[config.mk]
export PLATFORM = sky130hd
export DESIGN_NAME = sdp_ram_arbiter
export DESIGN_NICKNAME = d
export VERILOG_FILES = /design/src/rtl/sdp_ram_arbiter_pkg.sv /design/src/rtl/sdp_ram_arbiter_rr_arb2.sv /design/src/rtl/sdp_ram_arbiter.sv
export SDC_FILE = /design/constraint.sdc
export NUM_CORES = 1
export LEC_CHECK = 0
export CAP_MARGIN = 20
export CORE_AREA = 2 2 187 189
export CTS_CLUSTER_DIAMETER = 40
export DETAILED_ROUTE_END_ITERATION = 12
export DIE_AREA = 0 0 189 191
export DONT_BUFFER_PORTS = 1
export GPL_TIMING_DRIVEN = 1
export REMOVE_ABC_BUFFERS = 1
export SLEW_MARGIN = 5
export SYNTH_ARGS = -nofsm -noshare
export SYNTH_HDL_FRONTEND = slang
export SYNTH_HIERARCHICAL = 1
export SYNTH_SLANG_ARGS = --single-unit
[constraint.sdc]
create_clock -name clk -period 5.7 [get_ports clk]
set_clock_uncertainty 0.1 [all_clocks]
set_input_delay 1.71 -clock clk [delete_from_list [all_inputs] [get_ports clk]]
set_output_delay 1.71 -clock clk [all_outputs]
set_load 0.005 [all_outputs]
[src/rtl/sdp_ram_arbiter_pkg.sv]
// Shared types for the SDP RAM arbiter.
// Requester ids, read latency and the in-flight read tag.
package sdp_ram_arbiter_pkg;

  typedef enum logic {
    REQ0 = 1'b0,
    REQ1 = 1'b1
  } req_id_e;

  localparam int RD_LAT = 2;

  typedef struct packed {
    logic    vld;
    req_id_e id;
  } rd_tag_t;

endpackage

[src/rtl/sdp_ram_arbiter_rr_arb2.sv]
// Two-input round-robin arbiter with a priority pointer.
// pick_o is the raw choice; kill_i vetoes it without moving the pointer.
module rr_arb2 (
  input  logic       clk,
  input  logic       rst,
  input  logic [1:0] req_i,
  input  logic       kill_i,
  output logic [1:0] pick_o,
  output logic [1:0] gnt_o
);

  logic ptr_q;
  logic ptr_d;

  // Choose a requester from the pointer, then apply the veto
  always_comb begin
    pick_o = 2'b00;
    if (!ptr_q) begin
      if (req_i[0])      pick_o = 2'b01;
      else if (req_i[1]) pick_o = 2'b10;
    end else begin
      if (req_i[1])      pick_o = 2'b10;
      else if (req_i[0]) pick_o = 2'b01;
    end
    gnt_o = kill_i ? 2'b00 : pick_o;
    ptr_d = ptr_q;
    if (gnt_o[0]) ptr_d = 1'b1;
    if (gnt_o[1]) ptr_d = 1'b0;
  end

  // Pointer only moves on a real grant
  always_ff @(posedge clk) begin
    if (rst) ptr_q <= 1'b0;
    else     ptr_q <= ptr_d;
  end

endmodule

[src/rtl/sdp_ram_arbiter.sv]
// Two-writer / two-reader arbiter in front of a simple dual-port RAM.
// Reads are held off while a write to the same address is in flight.
module sdp_ram_arbiter
  import sdp_ram_arbiter_pkg::*;
#(
  parameter int MEM_ADDR_WIDTH    = 9,
  parameter int MEM_WORD_WIDTH    = 64,
  parameter int MEM_WR_MASK_WIDTH = MEM_WORD_WIDTH / 8
) (
  input  logic                         clk,
  input  logic                         rst,
  input  logic                         wr0_req,
  input  logic                         wr1_req,
  input  logic [MEM_ADDR_WIDTH-1:0]    wr0_addr,
  input  logic [MEM_ADDR_WIDTH-1:0]    wr1_addr,
  input  logic [MEM_WORD_WIDTH-1:0]    wr0_data,
  input  logic [MEM_WORD_WIDTH-1:0]    wr1_data,
  input  logic [MEM_WR_MASK_WIDTH-1:0] wr0_mask,
  input  logic [MEM_WR_MASK_WIDTH-1:0] wr1_mask,
  output logic                         wr0_gnt,
  output logic                         wr1_gnt,
  input  logic                         rd0_req,
  input  logic                         rd1_req,
  input  logic [MEM_ADDR_WIDTH-1:0]    rd0_addr,
  input  logic [MEM_ADDR_WIDTH-1:0]    rd1_addr,
  output logic                         rd0_gnt,
  output logic                         rd1_gnt,
  output logic                         rd0_valid,
  output logic                         rd1_valid,
  output logic [MEM_WORD_WIDTH-1:0]    rd0_data,
  output logic [MEM_WORD_WIDTH-1:0]    rd1_data,
  output logic                         ram_wr_en,
  output logic [MEM_ADDR_WIDTH-1:0]    ram_wr_addr,
  output logic [MEM_WORD_WIDTH-1:0]    ram_wr_data,
  output logic [MEM_WR_MASK_WIDTH-1:0] ram_wr_mask,
  output logic [MEM_ADDR_WIDTH-1:0]    ram_rd_addr,
  input  logic [MEM_WORD_WIDTH-1:0]    ram_rd_data
);

  logic       rst_q;
  logic       blk;
  logic [1:0] wpick;
  logic [1:0] wgnt;
  logic [1:0] rpick;
  logic [1:0] rgnt;
  logic       hazard;

  logic [MEM_ADDR_WIDTH-1:0]    w_addr;
  logic [MEM_WORD_WIDTH-1:0]    w_data;
  logic [MEM_WR_MASK_WIDTH-1:0] w_mask;
  logic [MEM_ADDR_WIDTH-1:0]    r_addr;

  logic                         wr_en_q;
  logic [MEM_ADDR_WIDTH-1:0]    wr_addr_q;
  logic [MEM_WORD_WIDTH-1:0]    wr_data_q;
  logic [MEM_WR_MASK_WIDTH-1:0] wr_mask_q;
  logic [MEM_ADDR_WIDTH-1:0]    rd_addr_q;
  rd_tag_t                      tag_q [RD_LAT];
  rd_tag_t                      tag_d;
  logic [MEM_WORD_WIDTH-1:0]    rd0_hold_q;
  logic [MEM_WORD_WIDTH-1:0]    rd1_hold_q;
  logic                         v0;
  logic                         v1;

  // Grants are suppressed in the reset cycle and the one after it
  always_ff @(posedge clk) begin
    rst_q <= rst;
  end

  assign blk = rst | rst_q;

  rr_arb2 u_wr_arb (
    .clk    (clk),
    .rst    (rst),
    .req_i  ({wr1_req, wr0_req}),
    .kill_i (blk),
    .pick_o (wpick),
    .gnt_o  (wgnt)
  );

  rr_arb2 u_rd_arb (
    .clk    (clk),
    .rst    (rst),
    .req_i  ({rd1_req, rd0_req}),
    .kill_i (blk | hazard),
    .pick_o (rpick),
    .gnt_o  (rgnt)
  );

  // Winner muxes and the read-after-write hazard on the read candidate
  always_comb begin
    w_addr = wgnt[1] ? wr1_addr : wr0_addr;
    w_data = wgnt[1] ? wr1_data : wr0_data;
    w_mask = wgnt[1] ? wr1_mask : wr0_mask;
    r_addr = rpick[1] ? rd1_addr : rd0_addr;
    hazard = 1'b0;
    if ((|wgnt) && (r_addr == w_addr))
      hazard = 1'b1;
    if (wr_en_q && (r_addr == wr_addr_q))
      hazard = 1'b1;
    tag_d.vld = |rgnt;
    tag_d.id  = rgnt[1] ? REQ1 : REQ0;
  end

  // RAM-side write/read registers and the read tag pipeline
  always_ff @(posedge clk) begin
    if (rst) begin
      wr_en_q   <= 1'b0;
      wr_addr_q <= '0;
      wr_data_q <= '0;
      wr_mask_q <= '0;
      rd_addr_q <= '0;
      for (int i = 0; i < RD_LAT; i++)
        tag_q[i] <= '0;
    end else begin
      wr_en_q <= |wgnt;
      if (|wgnt) begin
        wr_addr_q <= w_addr;
        wr_data_q <= w_data;
        wr_mask_q <= w_mask;
      end
      if (|rgnt)
        rd_addr_q <= r_addr;
      tag_q[0] <= tag_d;
      for (int i = 1; i < RD_LAT; i++)
        tag_q[i] <= tag_q[i-1];
    end
  end

  assign v0 = tag_q[RD_LAT-1].vld && (tag_q[RD_LAT-1].id == REQ0);
  assign v1 = tag_q[RD_LAT-1].vld && (tag_q[RD_LAT-1].id == REQ1);

  // Last returned word per requester, held between valids
  always_ff @(posedge clk) begin
    if (rst) begin
      rd0_hold_q <= '0;
      rd1_hold_q <= '0;
    end else begin
      if (v0) rd0_hold_q <= ram_rd_data;
      if (v1) rd1_hold_q <= ram_rd_data;
    end
  end

  assign wr0_gnt     = wgnt[0];
  assign wr1_gnt     = wgnt[1];
  assign rd0_gnt     = rgnt[0];
  assign rd1_gnt     = rgnt[1];
  assign rd0_valid   = v0 & ~rst;
  assign rd1_valid   = v1 & ~rst;
  assign rd0_data    = rst ? '0 : (v0 ? ram_rd_data : rd0_hold_q);
  assign rd1_data    = rst ? '0 : (v1 ? ram_rd_data : rd1_hold_q);
  assign ram_wr_en   = wr_en_q & ~rst;
  assign ram_wr_addr = rst ? '0 : wr_addr_q;
  assign ram_wr_data = rst ? '0 : wr_data_q;
  assign ram_wr_mask = rst ? '0 : wr_mask_q;
  assign ram_rd_addr = rst ? '0 : rd_addr_q;

endmodule

==> metrics.md <==
| Metric | Value |
|---|---|
| Minimum clock period | `between 6 and 7 ns` |
| Root buf cell | `clkbuf_16` |
| Initial core utilization | `0.282` |
| Layout cell share with drive strength beyond 1 | `0.0870` |
| CTS Hold Bufs | `0` |
| Largest net degree at the start of global routing | `between 300 and 400` |
| Die X | `around 190 µm` |
| TritonCTS sink count | `around 230` |
| Failing checks | `setup timing` |
| Num ports | `roughly 480` |
| Die area | `about 36000 µm²` |
| # DRC | `0` |
| Final ANT Viol Nets | `0` |
| Routed wl met3 | `3800 µm` |
| Final hold violations | `0` |
| Area growth from synthesis to layout | `17.8%` |
| Initial antenna violation count | `0` |
| Max Root-Sink Buffers | `3` |
| CP Data Arrival Time | `between 4 and 5 ns` |
| Crit path required time | `just under 4 ns` |
| Fmax achieved | `around 0.16 GHz` |
| Synth warnings | `6` |
| Leakage | `a little under 4 nW` |
| Synthesized cell area | `around 9600 µm²` |
| Power per cell area | `around 370 nW/µm²` |
| DP Area | `9960 µm²` |
| Rows | `around 70` |
| Fin cells | `between 1500 and 2000` |
| Vias in the first global route | `roughly 7400` |
| Slack of the critical path | `-0.720 ns` |
| Clock buffer count from CTS | `36` |
| Most frequent cells in the layout | `nand2_1, dfxtp_1, a21oi_1` |
| RD Place Congestion | `approximately 0.81` |
| GRT Total Usage | `0.152` |
| First-pass GRT wire length | `~43000 µm` |
| Hold Crit Class | `register to register` |
| Critical Path Fanout Max | `322` |
| Routed wire per std cell | `around 18 µm` |
| Pins over their slew limit | `0` |
| Filler instances | `~3600` |
| R2r startpoint | `u_rd_arb/ptr_q` |
| Final instance area | `between 10000 and 15000 µm²` |
| Setup crit end kind | `primary output` |
| Final period util | `1.13` |
| Final nets | `around 1400` |
| Drt pass-1 iters | `4` |
| FF-to-FF path depth | `11` |
| Detailed-routed wire length on met2 | `14100 µm` |
| CTS tree | `yes` |
| Cells after Synth | `approximately 1200` |
| Drt initial violations | `300` |
| Hold Path Sink | `tag_q[0][3]` |
| Routed WL | `about 30000 µm` |
| Setup violators final | `2` |
| Total global routing overflow | `0` |
| CP startpoint kind | `primary input` |
| Die height | `~190 µm` |
| Number of diodes | `0` |
| CP Class | `primary input to primary output` |
| PortBufs | `0` |
| Design Power | `between 4 and 5 mW` |
| Hold path start | `tag_q[0][1]` |
| R2r endpoint | `rd_addr_q[2]` |
| Multi-input logic area | `4780 µm²` |
| Post-Syn Area per Cell | `roughly 8 µm²` |
| Hold Path Depth | `1` |
| Max Used Layer | `met4` |
| Most common cell after layout, fill and taps aside | `nand2_1` |
| Vias/cell | `roughly 4.8` |
| Register Area | `around 4500 µm²` |
| Clk_lat worst skew | `~0.50 ns` |
| Clk slew on worst S/H paths | `roughly 0.050 ns` |
| Maxcap violations | `0` |
| Vias | `roughly 7900` |
| Met1 Wirelength | `around 11000 µm` |
| Peak supply drop | `just under 0.3 mV` |
| R2R Setup Slk | `between 2 and 2.5 ns` |
| H-tree levels | `2` |
| Hpwl dp | `a little over 20000 µm` |
| Core ar. | `34100 µm²` |
| Relative slew slack | `0.233` |
| Status | `finished with violations` |
| Worst-margin pin slew | `about 1.1 ns` |
| DP Cell Count | `approximately 1600` |
-- per-layer routing --
layer | up-vias | global-route usage
li1 | 3863 | -
met1 | 3590 | 0.166
met2 | 381 | 0.256
met3 | 46 | 0.0791
met4 | 0 | 0.0490
met5 | - | 0
-- metrics by stage --
stage / setup TNS [ns] / worst slack [ns] / hold slack, ns / utilization
after detailed placement: -0.0157 / -0.0157 / 0.352 / 0.292
after CTS: 0 / 0.0144 / 0.340 / 0.331
final: -1.32 / -0.720 / 0.333 / 0.333
after global placement: 0 / 0.0743 / 0.333 / 0.292
after global routing: -0.0212 / -0.0212 / 0.351 / 0.333
after floorplan: -256.61 / -4.30 / 0.314 / -
-- worst max-delay path: stages --
cell	delay (ns)
or2_4	0.59
and3b_4	0.33
buf_12	0.14
mux2i_2	0.25
xnor2_1	0.10
nand4_1	0.15
nor4_2	0.05
or3_4	0.42
and3b_2	0.32
-- where the power goes --
| part | switching [mW] | total (mW) | internal, mW |
|---|---|---|---|
| clock | 0.789 | 2.36 | 1.57 |
| sequential | 0.0237 | 1.65 | 1.63 |
| combinational | 0.119 | 0.219 | 0.0996 |
| total | 0.931 | 4.23 | 3.30 |
-- worst max-delay path by stage --
stage | from | endpoint | slack, ns | cells after the start
6_report | rst | rd1_gnt | -0.72 | 9
5_1_grt | rst | rd1_gnt | -0.02 | 9
3_5_place_dp | rst | rd1_gnt | -0.02 | 9
2_1_floorplan | rst | rd1_gnt | -4.30 | 6
3_3_place_gp | rst | rd1_gnt | 0.07 | 9
4_1_cts | rst | rd1_gnt | 0.01 | 9
-- flip-flops by register name, indices dropped and copies added (netlist names) --
signal / count
wr_addr_q: 9
u_rd_arb/ptr_q: 1
rd1_hold_q: 64
u_wr_arb/ptr_q: 1
rst_q: 1
tag_q: 4
wr_en_q: 1
wr_data_q: 64
rd_addr_q: 9
wr_mask_q: 8
rd0_hold_q: 64
-- what timing repair did --
action / in CTS / in global routing
buffers inserted: 0 / 2
pin swaps: 0 / 3
endpoints found under the hold margin: 0 / 0
cloned: 0 / 1
setup endpoints to repair: 1 / 1
resized for setup: 1 / 7
-- area by class of cell --
type,instances,area share
Tap cell,455,0.0502
Multi-Input combinational cell,890,0.421
Clock inverter,20,0.0276
Timing Repair Buffer,16,0.0147
Sequential cell,226,0.399
Clock buffer,43,0.0880
(Power assumes the default switching activity.)
